### src/rtl/dac_pkg.sv
// Shared constants, state encoding and frame builder for the MCP4911-class SPI DAC transmitter.
package dac_pkg;

  localparam int FRAME_W  = 16;
  localparam int SAMPLE_W = 10;

  localparam int CH_POS   = 15;
  localparam int BUF_POS  = 14;
  localparam int GA_POS   = 13;
  localparam int SHDN_POS = 12;

  localparam int DEFAULT_CLK_DIV = 25;

  typedef enum logic [1:0] {
    IDLE  = 2'd0,
    SHIFT = 2'd1,
    GAP   = 2'd2,
    LATCH = 2'd3
  } state_t;

  // Channel A, active output, sample left-justified below the control nibble.
  function automatic logic [FRAME_W-1:0] make_frame(
    input logic [SAMPLE_W-1:0] sample,
    input logic                buf_en,
    input logic                ga_n
  );
    logic [FRAME_W-1:0] w;
    w                         = '0;
    w[CH_POS]                 = 1'b0;
    w[BUF_POS]                = buf_en;
    w[GA_POS]                 = ga_n;
    w[SHDN_POS]               = 1'b1;
    w[SHDN_POS-1 -: SAMPLE_W] = sample;
    return w;
  endfunction

endpackage

### src/rtl/sck_tick_gen.sv
// Half-period counter: one-cycle tick every CLK_DIV cycles, restarted by a sync clear.
module sck_tick_gen
  import dac_pkg::*;
#(
  parameter int CLK_DIV = DEFAULT_CLK_DIV
) (
  input  logic clk,
  input  logic reset,
  input  logic clr,
  output logic tick
);

  localparam int            CW   = (CLK_DIV > 1) ? $clog2(CLK_DIV) : 1;
  localparam logic [CW-1:0] LAST = CW'(CLK_DIV - 1);

  logic [CW-1:0] cnt;

  always_ff @(posedge clk) begin
    if (reset || clr || tick) cnt <= '0;
    else                      cnt <= cnt + CW'(1);
  end

  assign tick = (cnt == LAST);

endmodule

### src/rtl/spi_dac_tx.sv
// SPI DAC write-frame serialiser with a one-deep pending sample and LDAC latch strobe.
// Every pin is a flop fed from the current FSM state, so pins trail the state by one cycle.
module spi_dac_tx
  import dac_pkg::*;
#(
  parameter int   CLK_DIV  = DEFAULT_CLK_DIV,
  parameter logic BUF_BIT  = 1'b0,
  parameter logic GA_N_BIT = 1'b1
) (
  input  logic                sysclk,
  input  logic                reset,
  input  logic [SAMPLE_W-1:0] data_in,
  input  logic                load,
  output logic                busy,
  output logic                done,
  output logic                overrun,
  output logic                dac_cs_n,
  output logic                dac_sck,
  output logic                dac_sdi,
  output logic                dac_ldac_n
);

  localparam int BIT_W = $clog2(FRAME_W);

  state_t             state, state_nxt;
  logic               tick, tick_clr;
  logic               sck_hi;
  logic [BIT_W-1:0]   bit_cnt;
  logic [FRAME_W-1:0] shreg;
  logic [FRAME_W-1:0] pend_word;
  logic               pend_vld;
  logic [FRAME_W-1:0] load_word;

  logic lat_exit, start_new, start_pend, capture, fall_edge;
  logic cs_n_c, sck_c, sdi_c, ldac_n_c, busy_c, done_c, overrun_c;

  assign load_word = make_frame(data_in, BUF_BIT, GA_N_BIT);

  sck_tick_gen #(.CLK_DIV(CLK_DIV)) u_tick (
    .clk   (sysclk),
    .reset (reset),
    .clr   (tick_clr),
    .tick  (tick)
  );

  assign tick_clr   = (state_nxt != state);
  assign fall_edge  = (state == SHIFT) && tick && sck_hi;
  assign lat_exit   = (state == LATCH) && tick;
  // A load at LATCH exit with nothing pending goes straight out rather than via pending.
  assign start_new  = load && ((state == IDLE) || (lat_exit && !pend_vld));
  assign start_pend = lat_exit && pend_vld;
  assign capture    = load && (state != IDLE) && !start_new;

  always_ff @(posedge sysclk) begin
    if (reset) state <= IDLE;
    else       state <= state_nxt;
  end

  always_comb begin
    state_nxt = state;
    unique case (state)
      IDLE:    if (load) state_nxt = SHIFT;
      SHIFT:   if (fall_edge && (bit_cnt == '0)) state_nxt = GAP;
      GAP:     if (tick) state_nxt = LATCH;
      LATCH:   if (tick) state_nxt = (pend_vld || load) ? SHIFT : IDLE;
      default: state_nxt = IDLE;
    endcase
  end

  always_comb begin
    cs_n_c   = 1'b1;
    sck_c    = 1'b0;
    sdi_c    = 1'b0;
    ldac_n_c = 1'b1;
    busy_c   = (state != IDLE);
    unique case (state)
      SHIFT: begin
        cs_n_c = 1'b0;
        sck_c  = sck_hi;
        sdi_c  = shreg[FRAME_W-1];
      end
      LATCH:   ldac_n_c = 1'b0;
      default: ;
    endcase
  end

  assign done_c    = lat_exit;
  assign overrun_c = capture && pend_vld;

  // SDI only moves on the falling boundary, so it is stable across every rising SCK.
  always_ff @(posedge sysclk) begin
    if (reset) begin
      sck_hi  <= 1'b0;
      bit_cnt <= '0;
      shreg   <= '0;
    end else begin
      if ((state != SHIFT) || (state_nxt != SHIFT)) sck_hi <= 1'b0;
      else if (tick)                                sck_hi <= ~sck_hi;

      if (start_new || start_pend) bit_cnt <= BIT_W'(FRAME_W - 1);
      else if (fall_edge)          bit_cnt <= bit_cnt - BIT_W'(1);

      if (start_new)       shreg <= load_word;
      else if (start_pend) shreg <= pend_word;
      else if (fall_edge)  shreg <= {shreg[FRAME_W-2:0], 1'b0};
    end
  end

  always_ff @(posedge sysclk) begin
    if (reset) begin
      pend_vld  <= 1'b0;
      pend_word <= '0;
    end else begin
      if (capture) begin
        pend_vld  <= 1'b1;
        pend_word <= load_word;
      end else if (start_pend) begin
        pend_vld  <= 1'b0;
      end
    end
  end

  always_ff @(posedge sysclk) begin
    if (reset) begin
      dac_cs_n   <= 1'b1;
      dac_sck    <= 1'b0;
      dac_sdi    <= 1'b0;
      dac_ldac_n <= 1'b1;
      busy       <= 1'b0;
      done       <= 1'b0;
      overrun    <= 1'b0;
    end else begin
      dac_cs_n   <= cs_n_c;
      dac_sck    <= sck_c;
      dac_sdi    <= sdi_c;
      dac_ldac_n <= ldac_n_c;
      busy       <= busy_c;
      done       <= done_c;
      overrun    <= overrun_c;
    end
  end

endmodule

### config.mk
export PLATFORM = sky130hd
export DESIGN_NAME = spi_dac_tx
export DESIGN_NICKNAME = d
export VERILOG_FILES = /design/src/rtl/dac_pkg.sv /design/src/rtl/sck_tick_gen.sv /design/src/rtl/spi_dac_tx.sv
export SDC_FILE = /design/constraint.sdc
export NUM_CORES = 1
export LEC_CHECK = 0
export ABC_AREA = 1
export CAP_MARGIN = 20
export CELL_PAD_IN_SITES_DETAIL_PLACEMENT = 0
export CELL_PAD_IN_SITES_GLOBAL_PLACEMENT = 2
export CORE_MARGIN = 5
export CORE_UTILIZATION = 29
export DETAILED_ROUTE_END_ITERATION = 6
export PLACE_DENSITY = 0.84
export RECOVER_POWER = 50
export SYNTH_ARGS = -nofsm -noshare
export SYNTH_HDL_FRONTEND = slang
export SYNTH_SLANG_ARGS = --single-unit
### constraint.sdc
create_clock -name sysclk -period 1.5 [get_ports sysclk]
set_input_delay 0.15 -clock sysclk [delete_from_list [all_inputs] [get_ports sysclk]]
set_output_delay 0.15 -clock sysclk [all_outputs]
set_load 0.01 [all_outputs]
### Word level (Yosys, flattened, before mapping)

Index checks and enable logic that the tools add are counted.

* $add $sub $neg: 2
* equality and inequality tests: 7
* mux-type cells: 15
* bitwise logic cells: 2
* reduce and logical (&&, ||, !) cells: 28

Operator list (count)
* 2-to-1 mux 16 bit: 2
* 2-to-1 mux 14 bit: 1
* logical AND 1 bit: 10
* 2-to-1 mux 2 bit: 4
* 2-to-1 mux 4 bit: 2
* one-hot mux 2 bit (4 select lines): 1
* nonzero test 2 bit: 4
* logical OR 1 bit: 6
* OR reduction 2 bit: 3
* adder 5 x 1 -> 5 bit, second input constant: 1
* equality test 5 bit, second input constant: 1
* 2-to-1 mux 1 bit: 5
* equality test 2 bit, second input constant: 2
* zero test 4 bit: 1
* != test 2 x 1 -> 1 bit, second input constant: 2
* subtractor 4 x 1 -> 4 bit, second input constant: 1
* nonzero test 3 bit: 1
* equality test 2 x 1 -> 1 bit, second input constant: 1
* zero test 1 bit: 2
* zero test 2 bit: 1
* != test 2 bit: 1
* inverter 1 bit: 2

* flip-flop bits (word level): 47
* input port bits: 13
* output and inout bits: 7
* word-level logic and storage cells: 69

### Longest topological paths before layout

Gate-level depths: netlist (run 1).

* word-level depth: 9
* gate-level depth with buffers: 12
* gate-level depth less buffers: 12

### By module

Synthesis (run 1) repeated with hierarchy kept, for this count alone.

* cells, all modules: 294
* area, all modules: 2173.3 um^2

Modules (own cells, without submodules)
* spi_dac_tx: times used 1, cells each 259, area each 1910.6 um^2, sequential area each 800.8 um^2
* sck_tick_gen: times used 1, cells each 35, area each 262.8 um^2, sequential area each 100.1 um^2

### Worst setup path after synthesis (run 1)

OpenSTA, ideal clock, no wires.

* kind: reg-to-reg
* from: register u_tick.cnt[0]
* to: register shreg[10]
* setup time: 0.113 ns
* data arrival time: 1.365 ns
* data required time: 1.387 ns
* setup slack: 0.022 ns
* cell stages (with the launch flop): 12
* path buffers: 1
* period minus slack after synthesis: 1.478 ns
* cells stage by stage: dfxtp_1 > inv_1 > ha_1 > nand2_2 > nor2_8 > nand3_2 > nand2_2 > inv_2 > nand2_4 > buf_6 > o21ai_1 > nor2_1

* word-level cells in the longest chain between the ends: 6
* elaborated cells on any way between the ends: 11
* those cells by class: eq/ne (1); mux (2); reduce/logical (8)

Ends and longest elaborated chain
* start, declared: line sck_tick_gen.sv:16 `logic [CW-1:0] cnt;`
* start signal, assigned: line sck_tick_gen.sv:20 `else cnt <= cnt + CW'(1);`
* equality test 5 bit (*): line sck_tick_gen.sv:23 `assign tick = (cnt == LAST);`
* logical AND 1 bit: line spi_dac_tx.sv:48 `assign lat_exit = (state == LATCH) && tick;`
* logical AND 1 bit: line spi_dac_tx.sv:50 `assign start_new = load && ((state == IDLE) || (lat_exit && !pend_vld));`
* logical OR 1 bit: line spi_dac_tx.sv:50
* logical AND 1 bit: line spi_dac_tx.sv:50
* nonzero test 3 bit (no source line) or 2-to-1 mux 14 bit (tied branches)
* end signal, assigned: line spi_dac_tx.sv:103 `if (start_new) shreg <= load_word;`
* end signal, assigned: line spi_dac_tx.sv:104 `else if (start_pend) shreg <= pend_word;`
* end signal, assigned: line spi_dac_tx.sv:105 `else if (fall_edge) shreg <= {shreg[FRAME_W-2:0], 1'b0};`
* end, declared: line spi_dac_tx.sv:29 `logic [FRAME_W-1:0] shreg;`

Mark *: on every way between the ends. The rest lies on a longest branch, timed or not.
A chain may end at the register's enable or synchronous reset.

### Final worst setup path (run 1)

* from: register u_tick.cnt[1]
* to: register shreg[9]

Same word-level chain as after synthesis.

==> results of run 1 <==
metrics by stage:
step	total power, mW	instances	cell area, um^2	setup TNS [ns]
detailed placement	1.68	435	2610	-0.521
global placement	1.68	435	2610	-0.255
CTS	2.46	445	2780	-0.0928
finish	2.45	445	2870	-0.00472
global route	2.59	445	2870	-1.98
floorplan	1.53	294	2090	0
power by group through the flow:
stage          sequential [mW]  clock, mW  combinational [mW]
6_report                  1.29      0.735               0.430
5_1_grt                   1.30      0.818               0.481
4_1_cts                   1.29      0.770               0.402
3_5_place_dp              1.31          0               0.370
3_3_place_gp              1.31          0               0.369
2_1_floorplan             1.31          0               0.225
logic make-up (layout without fill, tap and decap cells):
| kind of cell | count (synthesis) | after routing |
|---|---|---|
| simple gates | 170 | 170 |
| buf+inv | 39 | 91 |
| xor+xnor | 5 | 5 |
| fa+ha+maj | 4 | 4 |
| compound gates | 31 | 31 |
| flops | 45 | 45 |
state kept, by name, indices dropped and copies added (netlist names):
name        count
dac_sdi         1
pend_word      11
overrun         1
done            1
state           2
sck_hi          1
shreg          14
busy            1
dac_cs_n        1
bit_cnt         4
u_tick.cnt      5
pend_vld        1
dac_sck         1
dac_ldac_n      1
timing repair:
action | CTS | global route
endpoints found under the setup margin | 20 | 35
resized for setup | 20 | 30
pin swaps | 8 | 7
buffers inserted | 2 | 0
layer usage:
layer	share of wire	vias up	routed length (um)
met1	0.45	917	2330
met5	0	-	0
met2	0.49	34	2530
li1	-	1045	-
met3	0.028	13	143
met4	0.027	0	139
synth_stat cells (all sizes together):
library cell | number | share of area
a21oi | 14 | 0.033
buf | 8 | 0.028
clkbuf | 5 | 0.0090
dfxtp | 45 | 0.43
ha | 4 | 0.024
inv | 26 | 0.047
nand2 | 80 | 0.15
nand3 | 28 | 0.074
nand4 | 12 | 0.036
nor2 | 45 | 0.088
nor3 | 4 | 0.0096
nor3b | 1 | 0.0036
o211ai | 1 | 0.0036
o21ai | 15 | 0.036
o22ai | 1 | 0.0030
xnor2 | 1 | 0.0042
xor2 | 4 | 0.017
worst max-delay path, cell delays in order (launching register included):
cell and delay [ns]:
dfxtp_2 0.33, inv_2 0.06, ha_4 0.14, nand2_4 0.06, nor2_8 0.13, nand3_2 0.11
buf_4 0.19, nand2_1 0.06, nand2_1 0.07, nand2_2 0.07, nand2_1 0.05, nor2_1 0.09
nor2_1 0.05
layout make-up:
class	count	area, um^2	area share
Inverter	26	105	0.0366
Sequential cell	45	903	0.315
Clock inverter	2	10.0	0.00349
Clock buffer	6	72.6	0.0253
Multi-Input combinational cell	210	1140	0.397
Timing Repair Buffer	57	515	0.180
Tap cell	99	124	0.0432
final timing paths:
check	from	endpoint	slack, ns
worst max-delay path	u_tick.cnt[1]$_SDFF_PP0_	shreg[9]$_SDFFE_PP0P_	-0.005
worst min-delay path	shreg[15]$_SDFFE_PP0P_	dac_sdi$_SDFF_PP0_	0.46
worst max register to register	u_tick.cnt[1]$_SDFF_PP0_	shreg[9]$_SDFFE_PP0P_	-0.005
worst min register to register	shreg[15]$_SDFFE_PP0P_	dac_sdi$_SDFF_PP0_	0.46
cells in the final DEF (no fill, tap or decap), drive strengths merged:
cell type	instances
nor3b	1
dlygate4sd3	3
dfxtp	45
clkbuf	7
nand3	28
nand2	80
ha	4
o21ai	15
buf	37
nand4	12
o211ai	1
o22ai	1
xor2	4
clkdlybuf4s50	16
xnor2	1
inv	26
a21oi	14
nor2	45
nor3	4
clkinv	2
==> results.md, run 1 <==
* RSZ-0062 raised after global routing: yes
* First-pass GRT wire length at 8.72 mm
* Synth cell types at 24
* Final-report max-slew violation count at 0
* Dpl hpwl at 3.79 mm
* CTS tree: yes
* GRT met3 Usage at 0.0271
* Final ANT Viol Nets at 0
* Final min period at around 1.5 ns
* Cells after synthesis at between 200 and 300
* Gr usage total at 0.123
* Synth-to-Final Area Change at 37.0%
* Final hold slack at 0.456 ns
* I/O Buffers at 19
* Vias per cell at ~4.5
* Worst setup margin at -0.00472 ns
* H-tree depth at 2
* Final Hold Vio Count at 0
* Remaining global-route overflow at 0
* XOR/XNOR Fraction of Synth Area at 0.0209
* Initial antenna violation count at 0
* Vias in the first global route at 1944
* Clock-pin slew on the worst setup and hold paths at 0.09 ns
* Number of antenna repair diodes at 0
* Full die area at 9020 um^2
* Critical path type: reg -> reg
* I/O pin count at 20
* Synth Area in Adders at 0.0239
* PwrDens at 855 nW/um^2
* Clock tree sinks at 45
* Failing checks: negative setup slack
* Slew HR at 0.749
* Largest net degree at the start of global routing at 18
* Drt first pass iters at 4
* Die Wd at 95.0 um
* Sequential fraction of the synthesis area at 0.430
* Dpl ws at -0.0733 ns
* GR Util met2 at 0.207
* Area share of and/or/nand/nor cells after synthesis at 0.366
* Hold Path Class: reg -> reg
* Status: finished with violations
* Final setup vio count at 1
* Share of cells above drive strength 1 at 0.257
* Net Count, Synth at 311
* Hold buffers post-CTS at 0
* Mux share of post-synthesis cell area at 0
* WP data required at 1.70 ns
* Synthesis warning total at 0
* Net Sw Frac at 0.276
* Combinational Power Share at 0.175
* Mapped Avg Cell Area at 7.12 um^2
* Worst hold stages at 2
* Initial Util at 0.293
* Static Leak at 1.25 nW
* Clock skew at just under 0.01 ns
* Met1 Use GR at 0.151
* Die Ht at 95.0 um
* Largest family of logic cells by synthesized area: simple AND/OR/NAND/NOR gates
* NetSw at 0.676 mW
* CTS Buffer Depth at 2
* Via count at 2009
* Final wirelength at 5.15 mm
* Clock power frac at 0.300
* R2R cell count at 12
* # rows at 31
* Final Core Density at 0.402
* Clock latency on the worst-skew pair at 0.29 ns
* Reg power frac at 0.525
* Synth Area in Compound Gates at 0.0759
* Worst vdd ir at 0.389 mV
* Maximum clock frequency at 665 MHz
* Crit. End Element: register
* Maxcap violations at 0
* Core Region at 7140 um^2
* Final routed DRC violation total at 0
* Post-Syn Area at 2090 um^2
* Max FO, Critical Path at 8
* CP arrival at approximately 1.7 ns
* Int Pwr at 1.78 mW
* CTS Buf Count at 5
* GRT Max-Usage Layer: met2
* Final Cycle Share at 1.00
* Layout Nets at between 300 and 400
* Number of DRC markers in iteration 0 at between 50 and 60
* GPL Wtd Cong at 0.782
* Worst-Margin Slew at 0.376 ns
* Number of fill cells at 756
* WL/cell at 11.6 um
* Number of synthesized register bits at 45
* Critical path launch point type: register
* CTS root buffer: clkbuf_8
(Power assumes the default switching activity.)
==> run 2: changes to the inputs <==
REMOVE_ABC_BUFFERS = 1   (was default)
==> run 2 against run 1 <==
Net effect: the run still ends with negative setup slack left; non-clock buffer count down 3; sequential power about the same; routed wire length up 8.9%; clock-buffer cell count unchanged; critical path type unchanged; critical endpoint is now shreg[5]$_SDFFE_PP0P_.
==> results.md, run 2 (synthesized netlist as in run 1, its figures left out) <==
* Status: finished with violations
* Failing checks: negative setup slack
* Clock skew at 0.0124 ns (+0.00278 ns)
* Share of cells above drive strength 1 at 0.281 (+0.0239)
* Critical path launch point type: register
* Most frequent cells in the layout: 57 x nand2_1, 43 x dfxtp_1, 40 x nor2_1
* First-pass GRT wire length at 9.43 mm (+8.1%)
* Max FO, Critical Path at 7 (-1)
* Final Hold Vio Count at 0 (unchanged)
* Final ANT Viol Nets at 0 (unchanged)
* Initial Util at 0.293 (unchanged)
* Clock-pin slew on the worst setup and hold paths at 0.09 ns (about the same)
* Hold Path Class: reg -> reg
* Clock tree sinks at 45 (unchanged)
* Final Cycle Share at 1.01 (+0.00291)
* Largest registers: shreg x14, pend_word x11, u_tick.cnt x5
* Max reg flops at 14 (unchanged)
* Final hold slack at 0.461 ns (+0.00500 ns)
* PwrDens at 921 nW/um^2 (+7.7%)
* I/O Buffers at 19 (unchanged)
* CTS Buf Count at 5 (unchanged)
* Synth-to-Final Area Change at 40.5%
* GPL Wtd Cong at 0.784 (+0.28%)
* Remaining global-route overflow at 0 (unchanged)
* WP data required at 1.70 ns (about the same)
* Final routed DRC violation total at 0 (unchanged)
* I/O pin count at 20 (unchanged)
* Fin cells at 444 (-0.22%)
* Maximum clock frequency at 663 MHz (-0.29%)
* R2R cell count at 12 (unchanged)
* Initial antenna violation count at 0 (unchanged)
* Vias per cell at 4.45 (-1.4%)
* Static Leak at 1.26 nW (+0.29%)
* Final wirelength at 5.61 mm (+8.9%)
* Full die area at 9020 um^2 (unchanged)
* Die Ht at 95.0 um (unchanged)
* Inst Count DP at 427 (-1.8%)
* Vias in the first global route at 2034 (+4.6%)
* Final setup vio count at 5 (+4)
* Number of antenna repair diodes at 0 (unchanged)
* Number of DRC markers in iteration 0 at 94 (+65%)
* Reg area at 903 um^2 (unchanged)
* Layout Nets at 361 (-0.28%)
* Largest register by flop count: shreg
* Final-report max-slew violation count at 0 (unchanged)
* Most common cell after layout, fill and taps aside: nand2_1
* CTS Buffer Depth at 2 (unchanged)
* Worst setup margin at -0.00908 ns (-0.00436 ns)
* RSZ-0062 raised after global routing: yes
* Post-route cell area at 2940 um^2 (+2.5%)
* # rows at 31 (unchanged)
* Core Region at 7140 um^2 (unchanged)
* Gr usage total at 0.136 (+0.0130)
* Slew HR at 0.664 (-0.0848)
* CTS root buffer: clkbuf_8
* Crit. End Element: register
* CTS tree: yes
* Worst vdd ir at 0.426 mV (+9.5%)
* Clock latency on the worst-skew pair at 0.31 ns (+0.02 ns)
* Placed cell areas at 2550 um^2 (-2.3%)
* WL/cell at 12.6 um (+9.2%)
* Dpl hpwl at 3.83 mm (+1.1%)
* Hold buffers post-CTS at 0 (unchanged)
* Die Wd at 95.0 um (unchanged)
* Final min period at 1.51 ns (+0.00436 ns)
* Via count at 1976 (-1.6%)
* H-tree depth at 2 (unchanged)
* CP arrival at 1.71 ns (about the same)
* Maxcap violations at 0 (unchanged)
* Worst hold stages at 2 (unchanged)
* Critical path type: reg -> reg
* Drt first pass iters at 4 (unchanged)
* Worst-Margin Slew at 0.503 ns (+0.127 ns)
* Number of fill cells at 773 (+2.2%)
* Multi-input combinational cell area at 1200 um^2 (+5.3%)
* Largest net degree at the start of global routing at 18 (unchanged)
* Dpl ws at -0.124 ns (-0.0503 ns)
* Final Core Density at 0.412 (+0.0102)
-- run 2: final timing paths --
kind                             from               endpoint  slack, ns
max          u_tick.cnt[1]$_SDFF_PP0_  shreg[5]$_SDFFE_PP0P_     -0.009
min            shreg[15]$_SDFFE_PP0P_     dac_sdi$_SDFF_PP0_       0.46
max reg2reg  u_tick.cnt[1]$_SDFF_PP0_  shreg[5]$_SDFFE_PP0P_     -0.009
min reg2reg    shreg[15]$_SDFFE_PP0P_     dac_sdi$_SDFF_PP0_       0.46
-- run 2: worst max-delay path, cell delays in order, from the launching register on --
cell and delay, ns:
dfxtp_2 0.33, inv_2 0.06, ha_4 0.13, nand2_4 0.06, nor2_8 0.15, nand3_4 0.09, nand2_4 0.10, nand2_4 0.08
buf_6 0.14, nand2_1 0.06, nand2_2 0.05, nor2_1 0.08, nor2_1 0.05
-- run 2: layout make-up --
class,instances,share of cell area
well taps,99,0.0421
repair buffers,54,0.166
inverters,26,0.0366
clock inverters,2,0.0128
multi-input cells,212,0.408
clock buffers,6,0.0281
flip-flops and latches,45,0.307
-- run 2: per-layer routing --
layer / vias to the layer above / share of wire / GRT usage
met2: 36 / 0.48 / 0.228
met3: 8 / 0.037 / 0.0271
met1: 887 / 0.47 / 0.172
li1: 1045 / - / -
met5: - / 0 / 0
met4: 0 / 0.015 / 0.0469
-- run 2: through the flow --
step                      TNS (ns)  power, mW
final                      -0.0278       2.71
after global routing         -2.48       2.85
after CTS                   -0.401       2.69
after detailed placement     -1.75       1.67
after global placement       -1.59       1.67
after floorplan              -3.61       1.51
-- run 2: power by group --
group | internal [mW] | switching, mW
logic | 0.194 | 0.246
registers | 1.26 | 0.0373
clock network | 0.542 | 0.436
-- run 2: timing repair --
action / in CTS / in global routing
gates resized for setup: 25 / 35
pin swaps: 13 / 12
buffers inserted: 5 / 1
gates cloned: 1 / 2
endpoints found under the setup margin: 19 / 34
